**src/rtl/debounce_pulse_pkg.sv**
```systemverilog
// Shared definitions for the push-button debouncer: FSM state encodings and
// the default prescaler width.
package debounce_pulse_pkg;

    // 2^19 clk cycles is roughly 10.5 ms at 50 MHz.
    localparam int unsigned CntWDefault = 19;

    typedef enum logic [2:0] {
        StZero   = 3'd0,
        StWait11 = 3'd1,
        StWait12 = 3'd2,
        StWait13 = 3'd3,
        StOne    = 3'd4,
        StWait01 = 3'd5,
        StWait02 = 3'd6,
        StWait03 = 3'd7
    } state_e;

    // ONE and every WAIT0_x state sit in the upper half of the encoding, so the
    // debounced level is simply the state MSB.
    function automatic logic is_high_level(state_e s);
        return s[2];
    endfunction

endpackage

```
**src/rtl/debounce_pulse_tick_gen.sv**
```systemverilog
// Free-running prescaler: m_tick is high for the single cycle in which the
// count is all-ones, i.e. once every 2^CNT_W clk cycles.
module tick_gen
    import debounce_pulse_pkg::*;
#(
    parameter int unsigned CNT_W = CntWDefault
) (
    input  logic clk,
    input  logic reset,
    output logic m_tick
);

    logic [CNT_W-1:0] cnt_q;

    // Up-counter wrapping naturally; never restarted by anything but reset.
    always_ff @(posedge clk) begin
        if (reset) begin
            cnt_q <= '0;
        end else begin
            cnt_q <= cnt_q + 1'b1;
        end
    end

    // Combinational decode of the terminal count.
    always_comb begin
        m_tick = &cnt_q;
    end

endmodule

```
**src/rtl/debounce_pulse.sv**
```systemverilog
// Push-button conditioner: two-flop synchronizer, sampling prescaler and a
// debounce FSM that needs three stable sample ticks to accept a level change.
// db_tick pulses once per accepted press; db_level is the clean level.
module debounce_pulse
    import debounce_pulse_pkg::*;
#(
    parameter int unsigned CNT_W = CntWDefault
) (
    input  logic clk,
    input  logic reset,
    input  logic btn,
    output logic db_level,
    output logic db_tick
);

    logic   s1_q, s2_q;
    logic   m_tick;
    state_e state_q, state_d;
    logic   tick_q, tick_d;

    tick_gen #(
        .CNT_W (CNT_W)
    ) u_tick_gen (
        .clk    (clk),
        .reset  (reset),
        .m_tick (m_tick)
    );

    // Synchronize the asynchronous button; the FSM only ever looks at s2_q.
    always_ff @(posedge clk) begin
        if (reset) begin
            s1_q <= 1'b0;
            s2_q <= 1'b0;
        end else begin
            s1_q <= btn;
            s2_q <= s1_q;
        end
    end

    // State and pulse registers.
    always_ff @(posedge clk) begin
        if (reset) begin
            state_q <= StZero;
            tick_q  <= 1'b0;
        end else begin
            state_q <= state_d;
            tick_q  <= tick_d;
        end
    end

    // Next-state logic; a return to the prior level beats a coincident m_tick.
    always_comb begin
        state_d = state_q;
        tick_d  = 1'b0;
        case (state_q)
            StZero: begin
                if (s2_q) state_d = StWait11;
            end
            StWait11: begin
                if (!s2_q)       state_d = StZero;
                else if (m_tick) state_d = StWait12;
            end
            StWait12: begin
                if (!s2_q)       state_d = StZero;
                else if (m_tick) state_d = StWait13;
            end
            StWait13: begin
                if (!s2_q) begin
                    state_d = StZero;
                end else if (m_tick) begin
                    state_d = StOne;
                    tick_d  = 1'b1;
                end
            end
            StOne: begin
                if (!s2_q) state_d = StWait01;
            end
            StWait01: begin
                if (s2_q)        state_d = StOne;
                else if (m_tick) state_d = StWait02;
            end
            StWait02: begin
                if (s2_q)        state_d = StOne;
                else if (m_tick) state_d = StWait03;
            end
            StWait03: begin
                if (s2_q)        state_d = StOne;
                else if (m_tick) state_d = StZero;
            end
            default: begin
                state_d = StZero;
            end
        endcase
    end

    // Outputs come straight from registers, so they are glitch-free.
    always_comb begin
        db_level = is_high_level(state_q);
        db_tick  = tick_q;
    end

endmodule

```
**config.mk**
```make
export PLATFORM = sky130hd
export DESIGN_NAME = debounce_pulse
export DESIGN_NICKNAME = d
export VERILOG_FILES = /design/src/rtl/debounce_pulse_pkg.sv /design/src/rtl/debounce_pulse_tick_gen.sv /design/src/rtl/debounce_pulse.sv
export SDC_FILE = /design/constraint.sdc
export NUM_CORES = 1
export LEC_CHECK = 0
export ABC_AREA = 0
export BUFFER_PORTS_ARGS = -buffer_cell sky130_fd_sc_hd__buf_2
export CORE_MARGIN = 1.5
export CORE_UTILIZATION = 35
export CTS_CLUSTER_DIAMETER = 150
export DETAILED_ROUTE_END_ITERATION = 6
export PLACE_DENSITY_LB_ADDON = 0.15
export SKIP_LAST_GASP = 1
export SYNTH_ARGS = -nofsm -noshare
export SYNTH_HDL_FRONTEND = slang
export SYNTH_SLANG_ARGS = --single-unit
```
**constraint.sdc**
```tcl
create_clock -name clk -period 3.5 [get_ports clk]
set_input_delay 0.7 -clock clk [delete_from_list [all_inputs] [get_ports clk]]
set_output_delay 0.7 -clock clk [all_outputs]
set_load 0.01 [all_outputs]
```
Word-level counts from Yosys, hierarchy flattened
Index checks and enable logic that the tools add are counted.
W data, S select, Z words.
- flip-flop bits (word level): 25
- input port bits: 3
- word-level logic and storage cells: 43
- $add $sub $neg: 1
- equal/unequal tests: 15
- muxes and demuxes: 16
- bitwise operators: 2
- reductions and logical operators: 4
- operators with widths (kind ; count):
    $mux W3 ; 14
    $pmux W3 S8 ; 1
    $add A19 B1 Y19 const B ; 1
    $reduce_and A19 Y1 ; 1
    $ne A3 B3 Y1 const B ; 6
    $eq A3 B3 Y1 const B ; 4
    $reduce_and A8 Y1 ; 1
    $eq A3 B2 Y1 const B ; 2
    $ne A2 B2 Y1 const B ; 2
    $eq A3 B1 Y1 const B ; 1
    $logic_not A3 Y1 ; 1
    $reduce_or A3 Y1 ; 1
    $not A1 Y1 ; 2
    $mux W1 ; 1

Longest topological paths before layout
Gate-level depths: netlist of run 1.
- depth after elaboration: 4
- depth in mapped cells: 6

Modules after synthesis
Synthesis of run 1 repeated with hierarchy kept, for this count alone.
- cells, all modules: 113
- area total of the unflattened synthesis: 1048.5 um2
- modules (own cells, without submodules) (module ; instances ; cells an instance ; area an instance (um2) ; sequential area each (um2)):
    tick_gen ; 1 ; 94 ; 825.8 ; 380.4
    debounce_pulse ; 1 ; 19 ; 222.7 ; 120.1

Least setup slack after synthesis of run 1
No wires, ideal clock.
- path kind: flip-flop to flip-flop
- start: register u_tick_gen.cnt_q[0]
- end: register state_q[1]
- library setup time: 0.070 ns
- data arrival time: 1.938 ns
- required time: 3.430 ns
- slack: 1.493 ns
- stages on the path, launching flop included: 7
- clock period less this slack: 2.007 ns
- cells stage by stage: dfxtp_1 ha_1 nand3_2 or4_1 clkbuf_2 or4_1 a21oi_1
- longest elaborated chain between the ends: 3
- elaborated cells on any way between the ends: 8
- ends and longest elaborated chain (item ; line ; source):
    start: declaration ; debounce_pulse_tick_gen.sv:13 ; logic [CNT_W-1:0] cnt_q;
    start signal: assignment ; debounce_pulse_tick_gen.sv:20 ; cnt_q <= cnt_q + 1'b1;
    $reduce_and A19 Y1 (*) ; debounce_pulse_tick_gen.sv:26 ; m_tick = &cnt_q;
    $ne A3 B3 Y1 (no line) ; -- ;
    $reduce_and A8 Y1 (no line) (*) ; -- ;
    end signal: assignment ; debounce_pulse.sv:43 ; state_q <= StZero;
    end signal: assignment ; debounce_pulse.sv:46 ; state_q <= state_d;
    end: declaration ; debounce_pulse.sv:18 ; state_e state_q, state_d;
Every way passes the cells marked *; elsewhere a longest branch is shown, timed or not.
A chain may end at the register's enable or synchronous reset.

Final worst setup path of run 1
Ends and elaborated chain as after synthesis.

==> impl.org, run 1 <==
** Synth
- Part of the Yosys area used for sequential elements :: 0.455
- Counting flops and latches in the post-synthesis netlist gives 25.
- Netlist cell types :: 32
- Summing every instance area after synthesis gives between 0.001 and 0.0015 mm².
- The commonest cells after synthesis are sky130_fd_sc_hd__dfxtp_1, sky130_fd_sc_hd__nor2_1, sky130_fd_sc_hd__nand2_1, sky130_fd_sc_hd__a21oi_1, sky130_fd_sc_hd__xor2_1.
- Yosys warning count :: 0
- Post-synth net total :: 125
- Mean cell area of the mapped netlist :: 9.09 µm²
- Count of mapped cells out of synthesis :: around 120
- The largest total area in the synthesized netlist belongs to sky130_fd_sc_hd__dfxtp_1.
- Share of synthesized flip-flops with an asynchronous set or reset :: 0
- In the synthesized netlist the dominant register cell turns out to be sky130_fd_sc_hd__dfxtp_1.
- Top post-synthesis cells by area :: sky130_fd_sc_hd__dfxtp_1, sky130_fd_sc_hd__xor2_1, sky130_fd_sc_hd__nand4_1, sky130_fd_sc_hd__nor2_1, sky130_fd_sc_hd__a21oi_1
- EDFF count, synth :: 0
- By instance count, the leading cell after synthesis is sky130_fd_sc_hd__dfxtp_1.
- Top cell type's share of synthesized area :: 0.455

** Place
- Including well taps, the total number of placed cells is 166.
- Once detailed placement completed, the half-perimeter wirelength came to 1340 µm.
- At the placement stage, the worst setup path has a slack of 1.35 ns.
- Placed cell area :: between 0.001 and 0.0015 mm²
- Placer's final routability congestion estimate :: 0.763
- Buffers added on ports :: 4

** Timing
- Worst hold margin :: 0.449 ns
- Timing would allow up to 0.461 GHz.
- Number of endpoints with negative hold slack in the final report :: 0
- Headroom to the max-slew limit came out at 0.627.
- The max-slew violation count came to 0.
- At the pin with the least slew margin, the transition time is between 0.5 and 0.6 ns.
- Finish-stage setup viols :: 0
- Post-route worst setup slack :: 1.33 ns
- Setup repair after global routing left no endpoint under its margin.
- Final Cycle Share :: 0.619
- Shortest period the worst path allows :: ~2.2 ns
- Across the routed clock network, the largest skew measured is between 0.003 and 0.004 ns.
- Post-route setup TNS :: 0 ns

** Clock network
- The clock net in this run drives a total of 25 sinks.
- Post-CTS clock slew at the launch and capture registers of the worst setup and hold paths :: 0.13 ns
- Root buffer cell :: sky130_fd_sc_hd__clkbuf_4
- TritonCTS built the clock tree.
- Clk buf depth :: 2
- The clock reaches the later pin of the worst-skew pair after between 0.3 and 0.4 ns.
- CTS buffer count :: 3
- Number of levels in the clock H-tree :: 1
- Hold repair after CTS inserted 0 buffers.
- After clock tree synthesis, the setup repair step added 0 buffers.
- Number of gates resized after cts :: 0

** Setup path
- Crit path capture type :: flip-flop
- STA puts the critical path data required time at 3.76 ns.
- Startpoint-to-endpoint class of the critical path :: flip-flop to flip-flop
- Element type at the critical path start :: flip-flop
- Data arrival time of the worst path :: 2.43 ns
- Maximum fanout count along the critical path :: 10

** Status
- The run finished with clean final reports.

** Global routing
- The via count of the first global-routing pass came to 790.
- For this run the aggregate overflow at the end of global routing stands at 0.
- Entering global routing, the biggest net connects 26 pins.
- Total GRT Usage :: 0.130
- Initial antenna violation count :: 0
- First-pass GRT wire length :: 3440 µm

** Route
- Summed over all layers, the routed wires come to 1920 µm.
- Residual antenna-violating net count after detailed routing :: 0
- Violation count after the first detailed-route iteration :: 22
- Routed length per placed instance :: ~11 µm
- Across all layers, the routed design uses 850 vias.
- Using the TritonRoute via totals, the vias-per-cell ratio works out to ~5.0.
- Count of unresolved DRC violations after routing :: 0
- Total iterations of the first detailed-routing run :: 4

** Die
- During I/O placement, the number of pins put on the boundary was 5.
- Initial core utilization :: 0.363
- The total area inside the core boundary comes to 0.00303 mm².
- Width of the die :: 59.1 µm
- Die Height :: 59.1 µm
- Row Count :: 20
- Die area :: around 0.0035 mm²

** Hold path
- Hold/Removal Path Class :: flip-flop to flip-flop

** Final layout
- The finished layout holds 170 standard cells, fillers aside.
- Design area :: 0.00119 mm²
- Synthesis-to-layout area growth :: 8.08%
- Fraction of layout cells with a size suffix above 1 :: 0.135
- The repair_antennas step left the layout with diodes totalling 0.
- Number of inserted filler cells in the final layout :: ~300
- Measured on the finished design, the core utilization comes to 0.393.
- Count of nets after finishing :: 131

** Power and ir drop
- Clk network pwr share :: 0.297
- The worst-case IR drop observed on VDD is 0.144 mV.
- Switching Power :: 0.0955 mW
- Part of the total power dissipated in sequential elements :: 0.675
- Power spread over the standard cell area amounts to 365 mW/mm².
- The share of total power dissipated in combinational logic is 0.028.
- Switching Share :: 0.220
- Leakage power :: 0.383 nW
- Overall power consumption after layout is estimated at ~0.43 mW.
- Pint :: ~0.34 mW

** Flow run
- Count of max-cap constraint violations :: 0
registers in the layout (all words and copies together) (netlist names):
| register | cells |
|---|---|
| db_tick | 1 |
| s1_q | 1 |
| s2_q | 1 |
| state_q | 3 |
| u_tick_gen.cnt_q | 19 |
critical path, stage by stage (launching register included):
cell and delay [ns]:
sky130_fd_sc_hd__dfxtp_1 0.41, sky130_fd_sc_hd__ha_1 0.22, sky130_fd_sc_hd__nand3_2 0.18, sky130_fd_sc_hd__or4_1 0.65, sky130_fd_sc_hd__or4_1 0.50, sky130_fd_sc_hd__a21oi_1 0.15
power groups by stage:
stage	Combinational [mW]	Sequential (mW)	Clock, mW
global placement	0.0120	0.299	0
CTS	0.0124	0.293	0.135
finish	0.0122	0.293	0.129
detailed placement	0.0123	0.299	0
global route	0.0135	0.294	0.146
floorplan	0.00895	0.298	0
cell usage in the layout (no fill, tap or decap), types with 2 or more instances in the layout:
cell and n:
sky130_fd_sc_hd__or4_1 2, sky130_fd_sc_hd__clkbuf_4 3, sky130_fd_sc_hd__nand3_1 3, sky130_fd_sc_hd__dfxtp_1 25, sky130_fd_sc_hd__o21ai_0 7, sky130_fd_sc_hd__or4_2 2
sky130_fd_sc_hd__inv_1 3, sky130_fd_sc_hd__nor2b_1 4, sky130_fd_sc_hd__or3_1 2, sky130_fd_sc_hd__a21oi_1 8, sky130_fd_sc_hd__and2_1 2, sky130_fd_sc_hd__buf_2 4
sky130_fd_sc_hd__nor2_1 11, sky130_fd_sc_hd__nand4_1 7, sky130_fd_sc_hd__xor2_1 8, sky130_fd_sc_hd__nor4_1 4, sky130_fd_sc_hd__nand2_1 9, sky130_fd_sc_hd__or3_2 3
sky130_fd_sc_hd__and4_1 3, sky130_fd_sc_hd__xnor2_1 3
cell families (layout without fill, tap and decap cells):
logic type | count (synthesis) | in the layout | synth area share
xor gates and xnor gates | 11 | 11 | 0.0876
buffers and inverters | 6 | 11 | 0.0216
DFF | 25 | 25 | 0.455
AOI/OAI and AO/OA | 19 | 19 | 0.0967
adders and majority gates | 1 | 1 | 0.0114
and+or+nand+nor | 59 | 59 | 0.328
path summary, 6_finish.rpt:
kind / from / to / slack [ns] / depth (start not counted)
worst max-delay path: u_tick_gen.cnt_q[0]$_SDFF_PP0_ / state_q[1]$_SDFFE_PP0P_ / 1.33 / 5
worst min-delay path: s1_q$_SDFF_PP0_ / s2_q$_SDFF_PP0_ / 0.45 / 1
worst max register to register: u_tick_gen.cnt_q[0]$_SDFF_PP0_ / state_q[1]$_SDFFE_PP0P_ / 1.33 / 5
worst min register to register: s1_q$_SDFF_PP0_ / s2_q$_SDFF_PP0_ / 0.45 / 1
area by class of cell:
| class | count | area [µm²] | area share |
|---|---|---|---|
| sequential | 25 | 500 | 0.421 |
| inverter | 3 | 11.3 | 0.00947 |
| timing repair buffer | 4 | 20.0 | 0.0168 |
| clock buffer | 4 | 26.3 | 0.0221 |
| multi-input combinational | 90 | 576 | 0.484 |
| tap | 44 | 55.1 | 0.0463 |
metal layers:
| metal | GRT usage | vias up | share of wire | routed length (µm) |
|---|---|---|---|---|
| li1 | - | 453 | - | - |
| met1 | 0.171 | 386 | 0.53 | 1020 |
| met2 | 0.205 | 7 | 0.43 | 825 |
| met3 | 0.0197 | 4 | 0.021 | 41 |
| met4 | 0.0682 | 0 | 0.016 | 31 |
| met5 | 0 | - | 0 | 0 |
Note: power is estimated with default switching activity, not from simulation.
==> run 2: changes to the inputs <==
clock period = 2.15 ns   (was 3.5 ns; I/O delays follow)
==> impl.org, run 2 (synthesis gave the netlist of run 1 again) <==
** Timing
- Relative slew margins :: 0.659
- The number of hold violations in the final report was 0.
- Timing would allow up to 0.489 GHz.
- Setup violations remaining at the end of the flow were counted as 0.
- The clock arrives with 0.00801 ns of skew.
- Shortest period the worst path allows :: a little over 2 ns
- Final count of pins violating max slew :: 0
- Setup repair after global routing missed its margin :: false
- Worst Tran Pin Value :: approximately 0.51 ns
- In the final timing run, aggregate negative setup slack is 0 ns.
- Of the available clock period, the critical path in the final layout requires 0.952.

** Setup path
- Element type at the critical path start :: flip-flop
- Measured in cells, the most critical reg-to-reg path has a length of 5.
- Maximum fanout count along the critical path :: 7
- Endpoint of the worst register-to-register path :: state_q[1]$_SDFFE_PP0P_
- At the worst endpoint, the required time is 2.40 ns.
- Setup slack on the worst flop-to-flop path :: 0.10 ns
- STA classifies the critical path endpoint as a flip-flop.
- Following the worst setup path forward leads to its endpoint at state_q[1]$_SDFFE_PP0P_.
- Tracing the worst setup path back leads to its startpoint at u_tick_gen.cnt_q[0]$_SDFF_PP0_.
- Startpoint-to-endpoint class of the critical path :: flip-flop to flip-flop
- The startpoint identified for the worst register-to-register timing path is u_tick_gen.cnt_q[0]$_SDFF_PP0_.
- Data on the critical path arrives at its endpoint at between 2 and 2.5 ns.

** Route
- Summed over all layers, the routed wires come to 1950 µm.
- Residual antenna-violating net count after detailed routing :: 0
- The first detailed-routing pass ran for 4 iterations.
- The detailed router placed 850 vias in this run.
- Per-cell via count in the routed design :: 4.94
- Violation count after the first detailed-route iteration :: 16
- After detailed routing, the number of remaining DRC violations is 0.
- Routed length per placed instance :: between 10 and 15 µm

** Clock network
- Hold_buf cts :: 0
- In this run the deepest clock path goes through 2 buffers.
- Clk sink count :: 25
- Clock Latency Late Sink :: 0.31 ns
- After clock tree synthesis, the clock-pin slew on the worst setup and hold paths is roughly 0.13 ns.
- Root buffer cell :: sky130_fd_sc_hd__clkbuf_4
- Number of buffers added for setup after CTS :: 0
- CTS buffer count :: 3
- CTS tree :: yes
- Number of gates resized after cts :: 0
- CTS built an H-tree with a depth of 1.

** Final layout
- The top cell types in the final layout, fill and taps aside, are sky130_fd_sc_hd__dfxtp_1, sky130_fd_sc_hd__nor2_1, sky130_fd_sc_hd__nand2_1, sky130_fd_sc_hd__xor2_1, sky130_fd_sc_hd__a21oi_1.
- Number of inserted filler cells in the final layout :: approximately 310
- In the final layout, the share of cells above drive strength 1 is 0.148.
- Leaving out fill and tap cells, the most frequent cell in the layout is sky130_fd_sc_hd__dfxtp_1.
- Flip-flop count of the largest register after layout :: 19
- Antenna diode count :: 0
- Count of nets after finishing :: 133
- In the final layout, the registers with the most flip-flops are u_tick_gen.cnt_q (19), state_q (3).
- The register with the most flip-flops in the final layout is u_tick_gen.cnt_q.
- Synthesis-to-layout area growth :: 9.44%

** Global routing
- For met1 alone, demand over resource in global routing was 0.171.
- Met3 Track Usage GR :: 0.0197
- The first global-routing pass estimated between 3000 and 4000 µm of wire.
- Initial antenna violation count :: 0
- GRT Max-Usage Layer :: met2
- Entering global routing, the biggest net connects 26 pins.
- For this run, the total global-route usage over all layers was measured as 0.126.
- Met2 layer usage reported by global route :: 0.186
- Via count of the first global-routing pass :: slightly below 800
- After global routing the overflow that remains totals 0.

** Hold path
- Number of cells on the worst hold path :: 2
- In this run the worst hold path is classified as primary input to flip-flop.

** Die
- Width of the die :: 59.1 µm
- The initial utilization of the core area, before any placement, comes to 0.363.
- Measured along the y axis, the die boundary spans 59.1 µm.
- In this run the standard cell core region covers between 0.003 and 0.004 mm².
- Boundary Pins :: 5
- The initialized floorplan defines 20 standard-cell rows.
- Die area :: 0.00349 mm²

** Power and ir drop
- Leakage power :: 0.392 nW
- Ratio of total power to cell area :: 586 mW/mm²
- Sum of internal, switching and leakage power :: 0.706 mW
- Max VDD drop :: 0.331 mV

** Flow run
- Count of max-cap constraint violations :: 0

** Place
- Once detailed placement completed, the half-perimeter wirelength came to 1390 µm.
- Input and output buffers added on the ports amount to 4.
- Placer's final routability congestion estimate :: about 0.73

** Status
- The flow ran to the end, and the final reports show no timing, DRC or antenna violations.
## run 2: changes by cell type in the layout (fill, tap and decap cells not counted)
cell	delta
sky130_fd_sc_hd__buf_4	+2
## run 2: where the power goes
group	switching, mW	total, mW	leakage (nW)	internal, mW
logic	0.0116	0.0195	0.175	0.00797
registers	0.00636	0.477	0.202	0.470
clock network	0.137	0.210	0.0150	0.0724
## run 2: area by class of cell
cell class	instances	area, µm²	area share
repair buffers	6	35.0	0.0291
clock buffers	4	26.3	0.0218
inverters	3	11.3	0.00936
multi-input cells	90	576	0.478
well taps	44	55.1	0.0457
flip-flops and latches	25	500	0.416
## run 2: metrics by stage
step	util	hold slack [ns]	setup slack, ns	cells	instance area (µm²)
after detailed placement	0.389	0.425	0.127	168	1180
after CTS	0.398	0.320	0.0935	172	1200
final	0.398	0.327	0.104	172	1200
after global placement	0.389	0.418	0.193	168	1180
after floorplan	-	0.414	0.143	121	1100
after global routing	0.398	0.337	0.00385	172	1200
## run 2: how the worst min path moves through the flow
| stage | from | endpoint | slack [ns] |
|---|---|---|---|
| 3_5_place_dp | s1_q$_SDFF_PP0_ | s2_q$_SDFF_PP0_ | 0.43 |
| 3_3_place_gp | s1_q$_SDFF_PP0_ | s2_q$_SDFF_PP0_ | 0.42 |
| 6_report | btn | s1_q$_SDFF_PP0_ | 0.33 |
| 2_1_floorplan | s1_q$_SDFF_PP0_ | s2_q$_SDFF_PP0_ | 0.41 |
| 5_1_grt | btn | s1_q$_SDFF_PP0_ | 0.34 |
| 4_1_cts | btn | s1_q$_SDFF_PP0_ | 0.32 |
## run 2: layer usage
metal,wire length (µm),part of all wire
met1,1010,0.52
met4,19,0.0097
met3,35,0.018
met5,0,0
met2,886,0.45
## run 2: worst max-delay path: stages, from the launching register on
cell	delay [ns]
sky130_fd_sc_hd__dfxtp_1	0.41
sky130_fd_sc_hd__ha_1	0.22
sky130_fd_sc_hd__nand3_2	0.09
sky130_fd_sc_hd__or4_1	0.63
sky130_fd_sc_hd__or4_1	0.51
sky130_fd_sc_hd__a21oi_1	0.14
